===== src/rtl/branch_perf_mon.sv =====
// ---------------------------------------------------------------------------
// branch_perf_mon
//
// Retirement-side branch performance monitor. Four 32-bit live counters
// (CYC, INSN, CTRL, MIS) track cycles, retired instructions, retired
// control transfers and mispredicted control transfers. A snapshot request
// freezes all four into shadow registers. A small IDLE/SEND FSM then streams
// the shadow words out over a valid/ready port, in index order 0..3.
//
// Optional feature:
//   BRANCH_PERF_SAT_EN  When defined, each live counter saturates at
//                       32'hFFFF_FFFF. When undefined, each counter wraps
//                       to 0.
//
// Ports:
//   i_clk          sole clock, rising edge
//   i_reset        asynchronous active-high reset
//   i_insn_vld     a retired instruction is valid this cycle
//   i_ctrl         retired instruction is a branch/jump
//   i_mispred      retired branch/jump was mispredicted
//   i_pc_debug     PC of the retired instruction
//   i_clear        synchronous zeroing of live counters and o_last_mis_pc
//   i_snap_req     request snapshot and readout
//   i_rd_ready     consumer accepts the current readout word
//   o_rd_valid     readout word valid
//   o_rd_data      readout word (0=CYC, 1=INSN, 2=CTRL, 3=MIS)
//   o_rd_idx       index of the readout word
//   o_busy         readout in progress
//   o_last_mis_pc  PC of the most recent counted mispredict
// ---------------------------------------------------------------------------
module branch_perf_mon (
    input  logic        i_clk,
    input  logic        i_reset,
    input  logic        i_insn_vld,
    input  logic        i_ctrl,
    input  logic        i_mispred,
    input  logic [31:0] i_pc_debug,
    input  logic        i_clear,
    input  logic        i_snap_req,
    input  logic        i_rd_ready,
    output logic        o_rd_valid,
    output logic [31:0] o_rd_data,
    output logic [1:0]  o_rd_idx,
    output logic        o_busy,
    output logic [31:0] o_last_mis_pc
);

    typedef enum logic {IDLE, SEND} state_t;

    state_t      state;
    logic [31:0] cyc_cnt;
    logic [31:0] insn_cnt;
    logic [31:0] ctrl_cnt;
    logic [31:0] mis_cnt;
    logic [31:0] shadow [0:3];

    // Qualified events: i_ctrl only counts on a valid instruction, and
    // i_mispred only counts on a valid control transfer.
    logic insn_hit;
    logic ctrl_hit;
    logic mis_hit;

    assign insn_hit = i_insn_vld;
    assign ctrl_hit = i_insn_vld & i_ctrl;
    assign mis_hit  = i_insn_vld & i_ctrl & i_mispred;

    function automatic logic [31:0] bump(input logic [31:0] value);
`ifdef BRANCH_PERF_SAT_EN
        return (value == 32'hFFFF_FFFF) ? value : value + 32'd1;
`else
        return value + 32'd1;
`endif
    endfunction

    // Live counters. Clear takes priority over any increment in the same cycle.
    // NOTE: state is written with non-blocking assignments so that every
    // always_ff block samples the pre-edge values. The FSM below relies on
    // this when it snapshots the counters in the same cycle as a clear.
    always_ff @(posedge i_clk or posedge i_reset) begin
        if (i_reset) begin
            cyc_cnt       <= '0;
            insn_cnt      <= '0;
            ctrl_cnt      <= '0;
            mis_cnt       <= '0;
            o_last_mis_pc <= '0;
        end else if (i_clear) begin
            cyc_cnt       <= '0;
            insn_cnt      <= '0;
            ctrl_cnt      <= '0;
            mis_cnt       <= '0;
            o_last_mis_pc <= '0;
        end else begin
            cyc_cnt <= bump(cyc_cnt);
            if (insn_hit) insn_cnt <= bump(insn_cnt);
            if (ctrl_hit) ctrl_cnt <= bump(ctrl_cnt);
            if (mis_hit) begin
                mis_cnt       <= bump(mis_cnt);
                o_last_mis_pc <= i_pc_debug;
            end
        end
    end

    // Snapshot/readout FSM. All outputs are registered. The word for index 0
    // is loaded directly from the live counter when the request is taken.
    // Later words are preloaded from the shadow registers on each handshake.
    always_ff @(posedge i_clk or posedge i_reset) begin
        if (i_reset) begin
            state      <= IDLE;
            o_rd_valid <= 1'b0;
            o_busy     <= 1'b0;
            o_rd_idx   <= '0;
            o_rd_data  <= '0;
            // NOTE: the shadow array is small and a readable reset value is
            // required, so it is reset explicitly. Larger memories would
            // normally be left unreset.
            for (int i = 0; i < 4; i++) shadow[i] <= '0;
        end else begin
            case (state)
                IDLE: begin
                    if (i_snap_req) begin
                        shadow[0]  <= cyc_cnt;
                        shadow[1]  <= insn_cnt;
                        shadow[2]  <= ctrl_cnt;
                        shadow[3]  <= mis_cnt;
                        o_rd_data  <= cyc_cnt;
                        o_rd_idx   <= 2'd0;
                        o_rd_valid <= 1'b1;
                        o_busy     <= 1'b1;
                        state      <= SEND;
                    end
                end
                SEND: begin
                    // i_snap_req is deliberately ignored in this state.
                    if (i_rd_ready) begin
                        if (o_rd_idx == 2'd3) begin
                            o_rd_valid <= 1'b0;
                            o_busy     <= 1'b0;
                            o_rd_idx   <= 2'd0;
                            state      <= IDLE;
                        end else begin
                            o_rd_idx  <= o_rd_idx + 2'd1;
                            o_rd_data <= shadow[o_rd_idx + 2'd1];
                        end
                    end
                end
                default: state <= IDLE;
            endcase
        end
    end

endmodule


===== config.mk =====
export PLATFORM = sky130hd
export DESIGN_NAME = branch_perf_mon
export DESIGN_NICKNAME = d
export VERILOG_FILES = /design/src/rtl/branch_perf_mon.sv
export SDC_FILE = /design/constraint.sdc
export NUM_CORES = 1
export LEC_CHECK = 0
export ABC_AREA = 1
export CAP_MARGIN = 15
export CELL_PAD_IN_SITES_DETAIL_PLACEMENT = 1
export CELL_PAD_IN_SITES_GLOBAL_PLACEMENT = 1
export CORE_MARGIN = 1.5
export CORE_UTILIZATION = 48
export CTS_CLUSTER_DIAMETER = 150
export CTS_CLUSTER_SIZE = 20
export DETAILED_ROUTE_END_ITERATION = 10
export DONT_BUFFER_PORTS = 1
export PLACE_DENSITY = 0.88
export SYNTH_ARGS = -nofsm -noshare
export SYNTH_HDL_FRONTEND = slang
export SYNTH_SLANG_ARGS = --single-unit

===== constraint.sdc =====
create_clock -name i_clk -period 14.2 [get_ports i_clk]
set_clock_uncertainty 0.2 [all_clocks]
set_input_delay 4.26 -clock i_clk [delete_from_list [all_inputs] [get_ports i_clk]]
set_output_delay 4.26 -clock i_clk [all_outputs]
set_load 0.005 [all_outputs]

==> results.md, run 1 <==
Outcome:
- The flow ran to the end, and the final reports show no timing, DRC or antenna violations.

Global routing:
- The number of antenna violations at the first check in global routing is 2.
- Entering global routing, the biggest net connects 186 pins.
- The met3 layer usage reported by global route is 0.04209.
- In the global route stage, met1 resource usage came out at 0.4026.
- Summed over all layers, the global routing overflow is 0.
- The first-pass GRT wire length is just under 80000 um.
- For this run, the total global-route usage over all layers was measured as 0.2950.
- The busiest metal layer after global routing is met2.
- For this run, global-route usage on met2 was measured as 0.4811.
- The number of global-route vias before repair is about 14000.

Cells and area:
- Fill cells in the final layout number 4076.
- The area added between synthesis and finish is 5.090%.
- The ratio of cells with drive above 1 in the final layout is 0.04507.
- In the final layout, the multi-input gates occupy 0.006578 sq mm.
- At the end of the flow, the number of nets in the layout was 2041.
- The sequential cells in the finished layout cover a total of 0.008109 sq mm.
- The post-route core utilization is 0.5121.
- The repair_antennas step left the layout with diodes totalling 0.
- After routing the design area is 0.01666 sq mm.

CTS:
- The insertion delay to the later sink of the worst-skew pair is about 0.53 ns.
- TritonCTS built the clock tree.
- Post-CTS repair changed the size of 0 cells.
- The number of setup buffers added after CTS is 0.
- CTS placed an instance of sky130_fd_sc_hd__clkbuf_16 at the clock tree root.
- The maximum number of buffers from clock root to sink is 3.
- The clock-pin slew on the worst setup and hold paths is 0.08 ns.
- The total CTS buffers is 20.
- For this design, the CTS-stage hold fixing added 0 buffers.
- Clock tree synthesis found a total of 324 sinks.
- In this run the number of H-tree levels came out at 1.

Critical path:
- The worst setup path is launched from a primary input.
- The critical setup path kind is in2reg.
- The capturing point of the worst reg2reg path is shadow[88].
- The launch point of the worst reg-to-reg path is state.
- The worst path arrival time is 6.51 ns.
- The type of element capturing the critical path is a flop.
- For the worst flop-to-flop path, the logic depth is 5.
- The register-to-register setup slack is 10.77 ns.
- Along the worst path, the maximum fanout reaches 40.
- Data on the critical path is required at its endpoint by around 14 ns.

Die:
- The placeable core area is 0.03254 sq mm.
- The initial utilization of the core area, before any placement, comes to 0.4873.
- The count of pins on the block boundary is 108.
- The number of standard-cell rows in the floorplan is 66.
- The overall die width is around 180 um.
- The floorplan step set the die height to ~180 um.
- The floorplan step defined a die boundary enclosing 0.03413 sq mm.

Synthesis:
- The cell area after synthesis is 0.01585 sq mm.
- By area the synthesized netlist is led by sky130_fd_sc_hd__dfrtp_1, sky130_fd_sc_hd__nand2_1, sky130_fd_sc_hd__nor2_1.
- The number of enable-type register cells in the synthesized netlist is 0.
- The synthesized netlist contains 34 unique library cells.
- Counting instances in the post-synthesis netlist gives the leading cell types as sky130_fd_sc_hd__nand2_1, sky130_fd_sc_hd__dfrtp_1, sky130_fd_sc_hd__nor2_1.
- The net count after synthesis is between 2000 and 2500.
- sky130_fd_sc_hd__nand2_1 is the most common cell in the netlist.
- The count of state elements after synthesis is 324.
- Yosys printed 0 warnings.
- The share of flip-flops with an asynchronous set or reset is 1.000.
- The cell accounting for the most synthesized area is sky130_fd_sc_hd__dfrtp_1.
- The gate count of the mapped netlist is 2056.
- The post-synthesis sequential area ratio is 0.5114.
- The most frequently used flop master after synthesis is sky130_fd_sc_hd__dfrtp_1.
- The per-instance average area after synthesis is 7.711 sq um.
- The portion of synthesized cell area occupied by the leading cell type is 0.5114.

STA:
- The setup TNS is 0 ns.
- The worst slew margin relative to its limit is 0.2225.
- The share of the clock period used by the worst path is 0.4431.
- Timing would allow up to 158.9 MHz.
- The number of max-slew violations in the final report is 0.
- Setup violations remaining at the end of the flow were counted as 0.
- The clock period could shrink to about 6.3 ns.
- Setup repair after global routing left no endpoint under its margin.
- For the pin with the worst max-slew slack, the measured transition is 1.165 ns.
- The final count of hold timing violations is 0.
- The worst hold-check slack is 0.2894 ns.

Placement:
- The detailed placer's ending HPWL is 34450 um.
- The standard cell area after detailed placement is between 0.015 and 0.02 sq mm.
- At the end of routability-driven placement, the weighted congestion stood at 0.8855.
- During placement, the flow inserted port buffers numbering 0.

Power and ir drop:
- The cell leakage power is 7.459 nW.
- IR analysis of the VDD net gives a maximum drop of 0.2192 mV.
- The power per standard cell area is roughly 150 mW/mm^2.

Flow run:
- The max capacitance violation total is 0.

Detailed routing:
- The mean routed wirelength per cell is 20.01 um.
- The detailed router's first-iteration violation count is 1145.
- The number of routed nets with antenna violations is 0.
- The total wirelength of the detailed-routed design is just under 50000 um.
- The DRC violations left is 0.
- After detailed routing, the number of vias per cell comes to ~5.8.
- The pre-antenna-repair detailed-routing pass consisted of 5 iterations.
- The via total after detailed routing is 14040.

Hold path:
- The depth of the worst hold-timing path is 2.
- The kind of path behind the tightest hold check is reg2reg.
- The launch instance of the worst min-delay path is shadow[126].
- The hold path endpoint is shadow[126].
-- worst max-delay path by stage --
| stage | start | endpoint | slack, ns |
|---|---|---|---|
| after floorplan | i_reset | ctrl_cnt[0] | 0.77 |
| after global placement | i_mispred | mis_cnt[20] | 7.36 |
| after detailed placement | i_mispred | mis_cnt[16] | 7.33 |
| after CTS | i_mispred | mis_cnt[16] | 7.88 |
| after global routing | i_mispred | mis_cnt[14] | 7.63 |
| final | i_mispred | mis_cnt[16] | 7.91 |
-- placed cells by master, fill, tap and decap left out, drive strengths merged --
| master | n |
|---|---|
| and3 | 1 |
| nand3b | 5 |
| o21ai | 215 |
| a31oi | 37 |
| nand2 | 469 |
| nor3 | 41 |
| dfrtp | 324 |
| and2 | 3 |
| nor2 | 326 |
| o31ai | 2 |
| clkbuf | 22 |
| nand4 | 17 |
| nand3 | 151 |
| xor2 | 3 |
| clkinv | 1 |
| a22oi | 1 |
| o211a | 2 |
| a21oi | 139 |
| o21a | 1 |
| ha | 5 |
| inv | 208 |
| buf | 8 |
| mux2 | 16 |
-- worst max-delay path, cell delays in order --
cell                      delay, ns
sky130_fd_sc_hd__nand3_2       0.67
sky130_fd_sc_hd__inv_2         0.82
sky130_fd_sc_hd__nand2_1       0.18
sky130_fd_sc_hd__nor2_1        0.26
sky130_fd_sc_hd__nand4_1       0.12
sky130_fd_sc_hd__nand2_1       0.08
sky130_fd_sc_hd__nor2_1        0.06
-- area by class of cell --
class	count	area share
inverter	208	0.04746
clock inverter	1	0.0009763
timing repair buffer	8	0.005107
sequential	324	0.4867
tap	442	0.03319
clock buffer	22	0.03177
multi-input combinational	1434	0.3948
-- state kept, by name, indices dropped and copies added, names as in the netlist --
name           count
ctrl_cnt          32
cyc_cnt           32
insn_cnt          32
mis_cnt           32
o_busy             1
o_last_mis_pc     32
o_rd_data         32
o_rd_idx           2
shadow           128
state              1
-- layer usage --
layer	routed length (um)	up-vias
li1	-	6510
met1	21610	7083
met2	22620	368
met3	2774	80
met4	1778	2
met5	16	-
-- cells by family after synthesis --
family	share of synthesized area
and+or+nand+nor	0.2675
AOI/OAI and AO/OA	0.1295
DFF	0.5114
buffers and inverters	0.07458
muxes	0.01136
adders and majority gates	0.003946
xor gates and xnor gates	0.001658
-- where the power goes --
group	internal (W)	leakage (nW)	switching [W]
Sequential	0.00103	4.37	0.0000772
Combinational	0.000197	2.82	0.000548
Clock	0.000267	0.267	0.000317
Total	0.00149	7.46	0.000942
-- stage by stage --
stage / std cells / total power [W] / worst slack (ns)
after floorplan: 2056 / 0.001603 / 0.7703
after global placement: 2415 / 0.001814 / 7.365
after detailed placement: 2415 / 0.001854 / 7.325
after CTS: 2438 / 0.002438 / 7.877
after global routing: 2439 / 0.002564 / 7.627
final: 2439 / 0.002436 / 7.908
Power figures use the tool's default switching activity.
==> inputs of run 2 (changes only) <==
Settings changed: CORE_UTILIZATION 48 to 43, PLACE_DENSITY 0.88 to 0.84.
Clock period 14.2 ns to 5.3 ns, I/O delays scaled along.
==> results.md, run 2 (synthesized netlist as in run 1, its figures left out) <==
Detailed routing:
- The number of routed nets with antenna violations was 0 (unchanged).
- The length of the first detailed-routing pass in iterations is 5 (unchanged).
- The post-detailed-route via-to-cell ratio is 5.642 (-2.0%).
- The DRC violations left was 0 (unchanged).
- The detailed router's first-iteration violation count was 991 (-13%).
- The via total after detailed routing is 13960 (-0.60%).
- The total wirelength of the detailed-routed design was 49390 um (+1.2%).
- The mean routed wirelength per cell is 19.96 um (-0.21%).

Cells and area:
- The post-layout instance count excluding filler cells was 2474 (+1.4%).
- In the layout the commonest cells are sky130_fd_sc_hd__nand2_1, sky130_fd_sc_hd__dfrtp_1, sky130_fd_sc_hd__nor2_1.
- The number of flip-flops under the largest register name is 128 (unchanged).
- The most common cell after layout, fill and taps aside is sky130_fd_sc_hd__nand2_1.
- The number of nets in the finished design is 2049 (+0.39%).
- The ratio of cells with drive above 1 in the final layout is 0.04888 (+0.003810).
- The area added between synthesis and finish is 5.871%.
- The register with the most flip-flops in the final layout is shadow.
- The design area was 0.01678 sq mm (+0.74%).

Critical path:
- The critical path's top delay family is simple AND/OR/NAND/NOR gates.
- The cell with the biggest individual delay on the critical path is sky130_fd_sc_hd__inv_2.
- The data required time of the critical path is 5.52 ns (-8.90 ns).
- The number of stages on the worst setup path is 7 (unchanged).
- The worst-path maximum fanout is 40 (unchanged).
- The largest stage delay on the critical path is 0.85 ns (+0.03 ns).
- The number of cell instances on the worst register-to-register path came to 7 (+2).
- The critical setup path kind is in2reg.
- The type of element capturing the critical path is a flop.
- The worst path arrival time is 3.86 ns (-2.65 ns).
- The startpoint type of the worst setup path is a primary input.
- The buffer and inverter count on the worst path came to 1 (unchanged).
- The signal on the critical path passes through nand3_2 > inv_2 > nand2_1 > nor2_1 > nand4_1 > nand2_1 > nor2_1.

Outcome:
- The run finished with clean final reports.

Die:
- The number of standard-cell rows in the floorplan was 70 (+6.1%).
- The initial standard-cell utilization of the core was 0.4351 (-0.05214).
- The die footprint came to 0.03803 sq mm (+11%).
- The count of pins on the block boundary is 108 (unchanged).
- The die height is 195.0 um (+5.6%).
- The overall die width was 195.0 um (+5.6%).
- The placeable core area was 0.03643 sq mm (+12%).

Power and ir drop:
- The sequential group share of total power is 0.445 (-0.009).
- The cell leakage power is 7.503 nW (+0.60%).
- The net switching power of the design is 0.002598 W (+180%).
- The worst vdd rail ir drop is 0.5147 mV (+130%).
- The power share of the clock group is 0.238 (-0.002).
- The internal power of the cells came to 0.004047 W (+170%).
- The switching power share of the total came to 0.3910 (+0.004252).
- The power per standard cell area is 395.9 mW/mm^2 (+170%).
- The combinational fraction of design power is 0.317 (+0.011).

Flow run:
- The max capacitance violation total is 0 (unchanged).

STA:
- Based on the critical path, the design can be clocked at up to 274.2 MHz.
- The worst hold-check slack is 0.2808 ns (-0.008559 ns).
- After layout, the minimum clock period comes to 3.647 ns.
- The number of max-slew violations in the final report is 0 (unchanged).
- The worst slew margin relative to its limit came to 0.2354 (+0.01283).
- In the finished design, the share of the clock period the worst path needs comes to 0.6880.
- Setup repair after global routing left no endpoint under its margin.
- The count of endpoints failing setup in the final report is 0 (unchanged).
- The transition time of the tightest slew-check pin is 1.146 ns (-0.01923 ns).
- The setup TNS is 0 ns (unchanged).
- The final count of hold timing violations was 0 (unchanged).

CTS:
- The number of buffers added for setup after CTS is 0 (unchanged).
- The maximum number of buffers from clock root to sink came to 3 (unchanged).
- The total CTS buffers is 20 (unchanged).
- The clock-pin slew on the worst setup and hold paths was 0.09 ns (about the same).
- The number of instances resized during post-cts repair was 0 (unchanged).
- The number of sinks on the clock net is 324 (unchanged).
- The insertion delay to the later sink of the worst-skew pair came to 0.55 ns (+0.02 ns).
- The clock tree from TritonCTS is yes.
- The level count of the clock H-tree came to 1 (unchanged).
- CTS placed an instance of sky130_fd_sc_hd__clkbuf_16 at the clock tree root.
- The number of buffers added to fix hold violations after cts is 0 (unchanged).

Global routing:
- The number of antenna violations at the first check in global routing is 2 (unchanged).
- The number of global-route vias before repair is 14410 (+0.23%).
- The first-pass GRT wire length is 79140 um (+1.1%).
- The final global-route overflow total is 0 (unchanged).
- The global-route usage over all layers came to 0.2618 (-0.03317).
- The pin count of the biggest net entering global routing is 126 (-32%).

Hold path:
- The min-delay analysis places its worst path in the category reg2reg.
- The depth of the worst hold-timing path is 2 (unchanged).

Placement:
- The standard cell area after detailed placement is 0.01621 sq mm (+0.71%).
- The detailed placer's ending HPWL is 35470 um (+3.0%).
- The global placer's final weighted congestion was 0.8998 (+1.6%).
- The placed cell count is 2449 (+1.4%).
- The count of input and output buffers was 0 (unchanged).
run 2: cell count changes in the layout (fill, tap and decap cells not counted):
cell,delta
sky130_fd_sc_hd__clkinvlp_4,+1
sky130_fd_sc_hd__buf_4,+6
sky130_fd_sc_hd__buf_16,+1
sky130_fd_sc_hd__diode_2,+1
sky130_fd_sc_hd__buf_12,+1
sky130_fd_sc_hd__inv_8,-1
run 2: worst paths after layout:
path | endpoint | startpoint | slack (ns)
max | mis_cnt[20] | i_mispred | 1.65
min | shadow[30] | shadow[30] | 0.28
max reg2reg | o_rd_data[6] | state | 2.02
min reg2reg | shadow[30] | shadow[30] | 0.28
max in group asynchronous | shadow[33] | i_reset | 2.93
min in group asynchronous | o_last_mis_pc[11] | i_reset | 0.91
run 2: final cells by class:
cell class | count | area [sq um]
Inverter | 208 | 787.0
Antenna cell | 1 | 2.502
Sequential cell | 324 | 8109
Clock inverter | 1 | 16.27
Tap cell | 468 | 585.6
Fill cell | 4489 | 19650
Multi-Input combinational cell | 1434 | 6578
Timing Repair Buffer | 16 | 177.7
Clock buffer | 22 | 529.3
run 2: power groups by stage:
stage | clock network, W | registers [W] | logic [W]
final | 0.00158 | 0.00296 | 0.00210
after global routing | 0.00169 | 0.00298 | 0.00232
after CTS | 0.00162 | 0.00296 | 0.00205
after detailed placement | 0 | 0.00300 | 0.00203
after global placement | 0 | 0.00298 | 0.00195
after floorplan | 0 | 0.00293 | 0.00137
run 2: metal layers:
metal / part of all wire / wire length [um] / up-vias / track usage
met4: 0.036 / 1761 / 2 / 0.08987
met2: 0.47 / 23080 / 341 / 0.4265
met1: 0.44 / 21770 / 6998 / 0.3515
li1: - / - / 6531 / -
met5: 0.00018 / 9 / - / 0
met3: 0.056 / 2767 / 87 / 0.04922
run 2: through the flow:
step | setup WS (ns) | total power, W | util
2_1_floorplan | -0.8127 | 0.004296 | -
3_3_place_gp | 1.208 | 0.004932 | 0.4449
3_5_place_dp | 1.091 | 0.005032 | 0.4449
4_1_cts | 1.648 | 0.006619 | 0.4599
5_1_grt | 1.440 | 0.006999 | 0.4606
6_report | 1.653 | 0.006645 | 0.4607
run 2: worst min-delay path: cells and delay by family (launching register included):
kind | cells | cell delay, ns
flops | 1 | 0.35
simple gates | 2 | 0.10
